## src/rtl/alu_pkg.sv

```systemverilog
// Shared ALU definitions: opcode encodings, legal opcode bound and the
// arbiter state encoding.
package alu_pkg;

  localparam logic [3:0] ALU_ADD    = 4'd0;
  localparam logic [3:0] ALU_SUB    = 4'd1;
  localparam logic [3:0] ALU_AND    = 4'd2;
  localparam logic [3:0] ALU_OR     = 4'd3;
  localparam logic [3:0] ALU_XOR    = 4'd4;
  localparam logic [3:0] ALU_SLL    = 4'd5;
  localparam logic [3:0] ALU_SRL    = 4'd6;
  localparam logic [3:0] ALU_OP_MAX = 4'd6;

  typedef enum logic [1:0] {
    IDLE = 2'd0,
    EXEC = 2'd1,
    RESP = 2'd2
  } state_t;

endpackage

```

## src/rtl/rr_arbiter.sv

```systemverilog
// Round-robin one-hot grant. The search starts one past the last winner;
// the pointer moves only when the caller reports a completed handshake.
module rr_arbiter #(
  parameter int N = 2
) (
  input  logic         clk,
  input  logic         rst_n,
  input  logic [N-1:0] req,
  input  logic         enable,
  input  logic         advance,
  output logic [N-1:0] grant
);

  localparam int IW = (N > 1) ? $clog2(N) : 1;

  logic [IW-1:0] r_last;
  logic [IW-1:0] w_win_idx;
  logic          w_found;

  function automatic logic [IW-1:0] wrap_add(input logic [IW-1:0] base, input int k);
    int s;
    s = int'(base) + k;
    if (s >= N) s = s - N;
    return s[IW-1:0];
  endfunction

  always_comb begin
    grant     = '0;
    w_found   = 1'b0;
    w_win_idx = r_last;
    for (int k = 1; k <= N; k++) begin
      if (!w_found && req[wrap_add(r_last, k)]) begin
        w_found   = 1'b1;
        w_win_idx = wrap_add(r_last, k);
      end
    end
    if (enable && w_found) grant[w_win_idx] = 1'b1;
  end

  // Pointer resets to the highest index so requester 0 wins first.
  always_ff @(posedge clk or negedge rst_n) begin
    if (!rst_n) begin
      r_last <= IW'(N - 1);
    end else if (advance && w_found) begin
      r_last <= w_win_idx;
    end
  end

endmodule

```

## src/rtl/alu_arbiter.sv

```systemverilog
// Shares one combinational ALU between NUM_REQ requesters: round-robin
// accept, registered operands into the ALU, back-pressured response.
module alu_arbiter
  import alu_pkg::*;
#(
  parameter int NUM_REQ = 2,
  parameter int ID_W    = 2
) (
  input  logic                 clk,
  input  logic                 rst_n,
  input  logic [NUM_REQ-1:0]   req_valid,
  output logic [NUM_REQ-1:0]   req_ready,
  input  logic [NUM_REQ*32-1:0] req_a,
  input  logic [NUM_REQ*32-1:0] req_b,
  input  logic [NUM_REQ*4-1:0] req_op,
  output logic [31:0]          alu_input_a,
  output logic [31:0]          alu_input_b,
  output logic [3:0]           alu_op_out,
  input  logic [31:0]          alu_result,
  input  logic                 alu_zero,
  output logic                 rsp_valid,
  input  logic                 rsp_ready,
  output logic [ID_W-1:0]      rsp_id,
  output logic [31:0]          rsp_result,
  output logic                 rsp_zero,
  output logic                 rsp_err
);

  logic [31:0] w_a  [NUM_REQ];
  logic [31:0] w_b  [NUM_REQ];
  logic [3:0]  w_op [NUM_REQ];

  generate
    for (genvar gi = 0; gi < NUM_REQ; gi++) begin : g_unpack
      assign w_a[gi]  = req_a[gi*32 +: 32];
      assign w_b[gi]  = req_b[gi*32 +: 32];
      assign w_op[gi] = req_op[gi*4 +: 4];
    end
  endgenerate

  state_t              r_state;
  state_t              w_state_next;
  logic                w_accept;
  logic                w_hs;
  logic [NUM_REQ-1:0]  w_grant;
  logic [ID_W-1:0]     w_sel_id;
  logic [31:0]         w_sel_a;
  logic [31:0]         w_sel_b;
  logic [3:0]          w_sel_op;

  logic [31:0]         r_a;
  logic [31:0]         r_b;
  logic [3:0]          r_op;
  logic [ID_W-1:0]     r_id;
  logic [31:0]         r_result;
  logic                r_zero;
  logic                r_err;

  // rst_n gates the window so req_ready reads 0 while reset is held.
  assign w_accept = rst_n & ((r_state == IDLE) | ((r_state == RESP) & rsp_ready));

  rr_arbiter #(.N(NUM_REQ)) u_rr (
    .clk     (clk),
    .rst_n   (rst_n),
    .req     (req_valid),
    .enable  (w_accept),
    .advance (w_hs),
    .grant   (w_grant)
  );

  assign req_ready = w_grant;
  assign w_hs      = |(req_valid & w_grant);

  always_comb begin
    w_sel_id = '0;
    w_sel_a  = '0;
    w_sel_b  = '0;
    w_sel_op = '0;
    for (int i = 0; i < NUM_REQ; i++) begin
      if (w_grant[i]) begin
        w_sel_id = ID_W'(i);
        w_sel_a  = w_a[i];
        w_sel_b  = w_b[i];
        w_sel_op = w_op[i];
      end
    end
  end

  always_ff @(posedge clk or negedge rst_n) begin
    if (!rst_n) r_state <= IDLE;
    else        r_state <= w_state_next;
  end

  always_comb begin
    w_state_next = r_state;
    rsp_valid    = 1'b0;
    case (r_state)
      IDLE: if (w_hs) w_state_next = EXEC;
      EXEC: w_state_next = RESP;
      RESP: begin
        rsp_valid = 1'b1;
        if (rsp_ready) w_state_next = w_hs ? EXEC : IDLE;
      end
      default: w_state_next = IDLE;
    endcase
  end

  // Operands only change on a handshake, so the ALU sees stable inputs
  // in IDLE and RESP and the response fields are stable until consumed.
  always_ff @(posedge clk or negedge rst_n) begin
    if (!rst_n) begin
      r_a      <= '0;
      r_b      <= '0;
      r_op     <= '0;
      r_id     <= '0;
      r_result <= '0;
      r_zero   <= 1'b0;
      r_err    <= 1'b0;
    end else begin
      if (w_hs) begin
        r_a  <= w_sel_a;
        r_b  <= w_sel_b;
        r_op <= w_sel_op;
        r_id <= w_sel_id;
      end
      if (r_state == EXEC) begin
        r_result <= alu_result;
        r_zero   <= alu_zero;
        r_err    <= (r_op > ALU_OP_MAX);
      end
    end
  end

  assign alu_input_a = r_a;
  assign alu_input_b = r_b;
  assign alu_op_out  = r_op;
  assign rsp_id      = r_id;
  assign rsp_result  = r_result;
  assign rsp_zero    = r_zero;
  assign rsp_err     = r_err;

endmodule

```

## config.mk

```make
export PLATFORM = sky130hd
export DESIGN_NAME = alu_arbiter
export DESIGN_NICKNAME = d
export VERILOG_FILES = /design/src/rtl/alu_pkg.sv /design/src/rtl/rr_arbiter.sv /design/src/rtl/alu_arbiter.sv
export SDC_FILE = /design/constraint.sdc
export NUM_CORES = 1
export LEC_CHECK = 0
export CELL_PAD_IN_SITES_DETAIL_PLACEMENT = 1
export CELL_PAD_IN_SITES_GLOBAL_PLACEMENT = 1
export CORE_MARGIN = 2
export CORE_UTILIZATION = 29
export CTS_CLUSTER_DIAMETER = 200
export DETAILED_ROUTE_END_ITERATION = 10
export PLACE_DENSITY_LB_ADDON = 0.1
export SYNTH_ARGS = -nofsm -noshare
export SYNTH_HDL_FRONTEND = slang
export SYNTH_HIERARCHICAL = 1
export SYNTH_SLANG_ARGS = --single-unit
```

## constraint.sdc

```tcl
create_clock -name clk -period 2.4 [get_ports clk]
set_input_delay 0.48 -clock clk [delete_from_list [all_inputs] [get_ports clk]]
set_output_delay 0.48 -clock clk [all_outputs]
set_load 0.05 [all_outputs]
```

==> After elaboration in Yosys (flattened, before gate mapping) <==
Index checks and enable logic that the tools add are counted.
{ "classes": {"addsub": 4, "n_lt_le_gt_ge": 7, "n_eq_ne": 4, "mux": 25, "bitwise_logic": 4, "reduce_logical": 8} }
{ "op_table": {"columns": ["op", "count"], "rows": [
  ["2-to-1 mux 32 bit", 4],
  ["2-to-1 mux 1 bit", 14],
  ["2-to-1 mux 4 bit", 2],
  ["less-than comparator 1 x 2 -> 1 bit, second input constant", 3],
  ["2-to-1 mux 2 bit", 3],
  ["one-hot mux 2 bit (3 select lines)", 1],
  ["greater-than comparator 4 x 3 -> 1 bit, second input constant", 1],
  ["logical AND 1 bit", 4],
  ["adder 1 x 2 -> 3 bit, second input constant", 1],
  [">= comparator 3 x 2 -> 1 bit, second input constant", 1],
  ["adder 1 x 1 -> 2 bit, second input constant", 1],
  ["bitwise AND 1 bit", 2],
  ["bitwise AND 2 bit", 1],
  ["equality test 2 x 1 -> 1 bit, second input constant", 1],
  ["equality test 2 bit, second input constant", 1],
  [">= comparator 2 bit, second input constant", 1],
  ["logical NOT 2 bit", 1],
  ["!= test 2 x 1 -> 1 bit, second input constant", 1],
  ["!= test 2 bit, second input constant", 1],
  ["AND reduction 2 bit", 1],
  ["OR reduction 2 bit", 1],
  ["subtractor 1 bit, second input constant", 2],
  ["demux 1 bit (select 1 bit)", 1],
  [">= comparator 1 bit, second input constant", 1],
  ["2 further kinds", 2]
]} }
{ "word_totals": {"ff_bits": 107, "input_bits": 174} }

==> Logic depth before layout (Yosys ltp) <==
{ "depth": {"word_depth": 19, "ltp_mapped": 10, "mapped_depth_nobuf": 7} }

==> Modules after synthesis <==
The synthesis kept the hierarchy.
{ "by_module_without_submodules": {"columns": ["module", "n_inst", "cells_per_inst", "area_per_inst_um2", "seq_area_each_um2"], "rows": [
  ["alu_arbiter", 1, 493, 5257.5, 2627.5],
  ["rr_arbiter", 1, 8, 58.8, 26.3]
]} }

==> Worst setup path after synthesis <==
No wires, ideal clock.
{ "synth_path": {"path_kind": "input -> register", "from": "input port rsp_ready", "to": "register r_b[12], in the netlist alu_input_b[12]", "t_arrival_ns": 2.601, "required_ns": 2.319, "setup_slack_ns": -0.283, "stages": 8, "n_path_buf": 2, "path_cell_list": "nor2b_1 > nor3b_1 > nand2_1 > a21oi_1 > buf_2 > clkbuf_1 > a221oi_1 > a31oi_2"} }
{ "synth_between": {"elab_chain_len": 7} }
{ "synth_rtl": {"columns": ["element", "line", "rtl"], "rows": [
  ["start: declaration", "alu_arbiter.sv:22", "input logic rsp_ready,"],
  ["bitwise AND 1 bit *", "alu_arbiter.sv:60", "assign w_accept = rst_n & ((r_state == IDLE) | ((r_state == RESP) & rsp_ready));"],
  ["bitwise OR 1 bit *", "alu_arbiter.sv:60", null],
  ["bitwise AND 1 bit *", "alu_arbiter.sv:60", null],
  ["via w_accept", "alu_arbiter.sv:43", "logic w_accept;"],
  ["logical AND 1 bit *", "rr_arbiter.sv:37", "if (enable && w_found) grant[w_win_idx] = 1'b1;"],
  ["2-to-1 mux 2 bit *", "rr_arbiter.sv:37", null],
  ["via req_ready[0]", "alu_arbiter.sv:12", "output logic [NUM_REQ-1:0] req_ready,"],
  ["2-to-1 mux 32 bit or bitwise AND 2 bit (tied branches)", "alu_arbiter.sv:80, alu_arbiter.sv:72", null],
  ["2-to-1 mux 32 bit or OR reduction 2 bit (tied branches)", "alu_arbiter.sv:80, alu_arbiter.sv:72", null],
  ["end signal: assignment", "alu_arbiter.sv:122", "r_b <= w_sel_b;"],
  ["end: declaration", "alu_arbiter.sv:52", "logic [31:0] r_b;"]
]} }
The timed path passes the listed nets; every way through them passes the cells marked *.
A chain may end at the register's enable or synchronous reset.

==> Worst setup path in the final report <==
{ "layout_path": {"from": "register r_state[0]", "to": "output port rsp_valid"} }
{ "layout_between": {"elab_chain_len": 2} }
{ "layout_rtl": {"columns": ["element", "line", "rtl"], "rows": [
  ["start: declaration", "alu_arbiter.sv:41", "state_t r_state;"],
  ["start signal: assignment", "alu_arbiter.sv:91", "else r_state <= w_state_next;"],
  ["equality test 2 bit", "alu_arbiter.sv:97", "case (r_state)"],
  ["2-to-1 mux 1 bit", "alu_arbiter.sv:97", null],
  ["end: declaration", "alu_arbiter.sv:21", "output logic rsp_valid,"]
]} }
Every way passes these cells.

==> results.md <==
- Outcome: completed
- GRT Total Usage: 20.1%
- Die Y: 139 um
- Cts bufs inserted: 9
- Synth cell count leaders: 105 x dfrtp_1, 72 x nand2_1, 68 x a221oi_1, 68 x nand3b_1, 60 x a31oi_1
- Worst setup SP type: flop
- Ys Warns: 6
- DRC violations left: 0
- Dpl cell area: 8430 sq um
- TritonCTS Sinks: 106
- Crit path arrival time: 1840 ps
- Ys async rst share: 100%
- Worst-Margin Slew: 922 ps
- Routed vias: 5293
- Max Freq: 431 MHz
- Gpl congestion: 0.750
- Final Hold Fails: 0
- Die Wd: 139 um
- Cell Area, Synth: 5320 sq um
- Sequential power share: 27.2%
- Number of port buffers: 279
- Top Metal Used: met4
- Synth top area share: 49.4%
- Skew-Pair Late Insertion Delay: 350 ps
- Logic pwr share: 60.6%
- Iter 0 DRT Violations: 237
- Leak: 3.25 nW
- Clock-pin slew on the worst setup and hold paths: 70 ps
- Slowest CP cell: clkdlybuf4s50_1
- Met3 WL post-DR: 1410 um
- Sw Ratio: 49.5%
- Vias in the first global route: 5549
- Hold WC Path Type: input pin to async pin
- H-tree Lvls: 3
- CP max FO: 4
- Die area: 19400 sq um
- Dpl ws: -118 ps
- Post-synth EDFFs: 0
- M1 WL: 8760 um
- Diode count: 0
- Critical path class: flop to output port
- Synth cell types: 24
- Clock root cell: clkbuf_16
- Final min period: 2320 ps
- Post-route ant nets: 0
- Max Cap Viol: 0
- Initial Utilization: 29.6%
- Main synth FF type: dfrtp_1
- Global-route wire length before repair: 31500 um
- Slew HR: 38.5%
- Tcrit/Tclk final: 96.7%
- CP max stage delay: 810 ps
- Routed WL per cell: 20.0 um
- CTS tree: done
- Fin. max-slew vios: 0
- P_sw: 5.90 mW
- Worst path top cell family by delay: buffers and inverters
- Clock Skews: 10.2 ps
- Buffer and inverter count on the worst path: 2
- DRT Wirelength: 19900 um
- DPL Wire Length: 14300 um
- Pin count of the biggest net entering global routing: 59
- Setup ws final: 79.6 ps
- CP Cell Sequence: nand2b_1 -> inv_1 -> clkdlybuf4s50_1
- Top Ports: 281
- Synth Register Bits: 106
- P&R area growth vs syn: 65.0%
- Seq/Total Area, Yosys: 49.9%
- Worst EP required: 1920 ps
- Total power: 11.9 mW
- Synth top area cells: dfrtp_1 49%, a221oi_1 11%, nand3b_1 9.6%, a31oi_1 7.1%, mux2_1 7.0%
- Remaining Overflow, GRT: 0
- Met2 WL post-DR: 9420 um
- Post-synth top area cell: dfrtp_1
- CTS max path bufs: 2
- Fraction of layout cells with a size suffix above 1: 9.66%
- Endpoints failing setup: 0
- Synth Net Count: 675
- Fin area: 8770 sq um
- Num rows: 49
- # nets final: 935
- First-pass iteration count of the detailed router: 4
- Final core utilization: 48.8%
- Max IR drop VDD: 0.868 mV
- Crit end category: output port
- Internal power: 6.01 mW
- Core area: 18000 sq um
- RSZ-0062 raised after global routing: no
- Clk network pwr share: 12.2%
- Cell Pwr Density: 1360 nW/um^2
- Via density: 5.32
- Initial antenna violation count: 2
- Post-Synthesis Cells: 501
- Synthesized area per cell: 10.6 sq um
- Most common cell in the synthesized netlist: dfrtp_1
## worst register-to-register path, delay by kind of cell (launching register included)
family / cells / cell delay, ps
and+or+nand+nor: 3 / 540
AOI/OAI and AO/OA: 3 / 510
buffers and inverters: 3 / 510
DFF: 1 / 390
## final cells by class
type	count	area, sq um
Timing Repair Buffer	316	3160
Inverter	3	11.3
Tap cell	229	287
Clock buffer	9	225
Clock inverter	7	60.1
Fill cell	1911	9190
Multi-Input combinational cell	325	2370
Sequential cell	106	2650
## metrics by stage
stage / setup TNS (ps) / hold slack (ps) / std cells
4_1_cts: 0 / 317 / 989
3_5_place_dp: -3960 / 481 / 973
5_1_grt: 0 / 329 / 995
6_report: 0 / 286 / 995
3_3_place_gp: -49.1 / 473 / 973
2_1_floorplan: 0 / 184 / 501
## worst paths after layout
check | startpoint | slack (ps) | endpoint | cells past startpoint
max | r_state[0] | 80 | rsp_valid | 3
min | rst_n | 290 | rsp_result[23] | 2
max reg2reg | r_state[1] | 390 | alu_input_a[28] | 9
min reg2reg | rsp_result[17] | 490 | rsp_result[17] | 1
max in group asynchronous | rst_n | 900 | alu_input_a[7] | 3
min in group clk | rsp_ready | 400 | r_state[1] | 2
## sequential cells by signal, indices dropped and copies added, names as in the netlist
signal       cells
r_state          2
rsp_err          1
alu_input_b     32
rsp_zero         1
alu_input_a     32
alu_op_out       4
rsp_result      32
rsp_id           1
u_rr/r_last      1
## power groups by stage
stage | logic, mW | clock network (mW) | registers (mW)
6_report | 7.22 | 1.45 | 3.24
5_1_grt | 7.54 | 1.57 | 3.36
4_1_cts | 7.27 | 1.51 | 3.25
3_5_place_dp | 7.26 | 0 | 3.26
3_3_place_gp | 7.16 | 0 | 3.22
2_1_floorplan | 1.42 | 0 | 6.34
## layout by cell type (no fill, tap or decap)
cell / Yosys / layout
clkdlybuf4s50_1: 0 / 273
dfrtp_1: 105 / 105
nand2_1: 72 / 72
nand3b_1: 68 / 68
a221oi_1: 68 / 68
a31oi_1: 60 / 60
mux2_1: 33 / 33
buf_4: 5 / 30
a31oi_2: 10 / 10
clkbuf_16: 0 / 9
buf_12: 0 / 8
inv_1: 3 / 3
clkinvlp_4: 0 / 3
inv_6: 0 / 2
buf_2: 14 / 2
buf_6: 3 / 2
a21oi_4: 0 / 2
a22o_2: 0 / 1
nand2b_1: 2 / 1
nor2b_1: 1 / 1
nor3b_2: 0 / 1
nand2b_2: 0 / 1
a211oi_1: 1 / 1
o21ai_0: 1 / 1
mux2i_1: 1 / 1
a21o_1: 1 / 1
a22o_1: 2 / 1
conb_1: 1 / 1
clkinv_4: 0 / 1
inv_8: 0 / 1
dlymetal6s2s_1: 0 / 1
a21oi_1: 3 / 1
dfstp_2: 1 / 1
## kinds of logic (layout without fill, tap and decap cells)
kind of cell	after synthesis	after routing	synth area share, %
compound gates	146	146	21.6
buf+inv	70	335	6.05
mux	34	34	7.18
simple gates	144	144	15.2
flops	106	106	49.9
other cells	1	1	0.0705
## repair_timing
item	4_1_cts	5_1_grt
hold buffers	0	0
buffers inserted	0	6
gates resized for setup	1	3
endpoints found under the setup margin	2	3
pin swaps	0	2
## metal layers
metal | up-vias | track usage (%)
li1 | 2431 | -
met1 | 2650 | 27.0
met2 | 194 | 32.5
met3 | 18 | 4.58
met4 | 0 | 6.33
met5 | - | 0
Note: power is estimated with default switching activity, not from simulation.
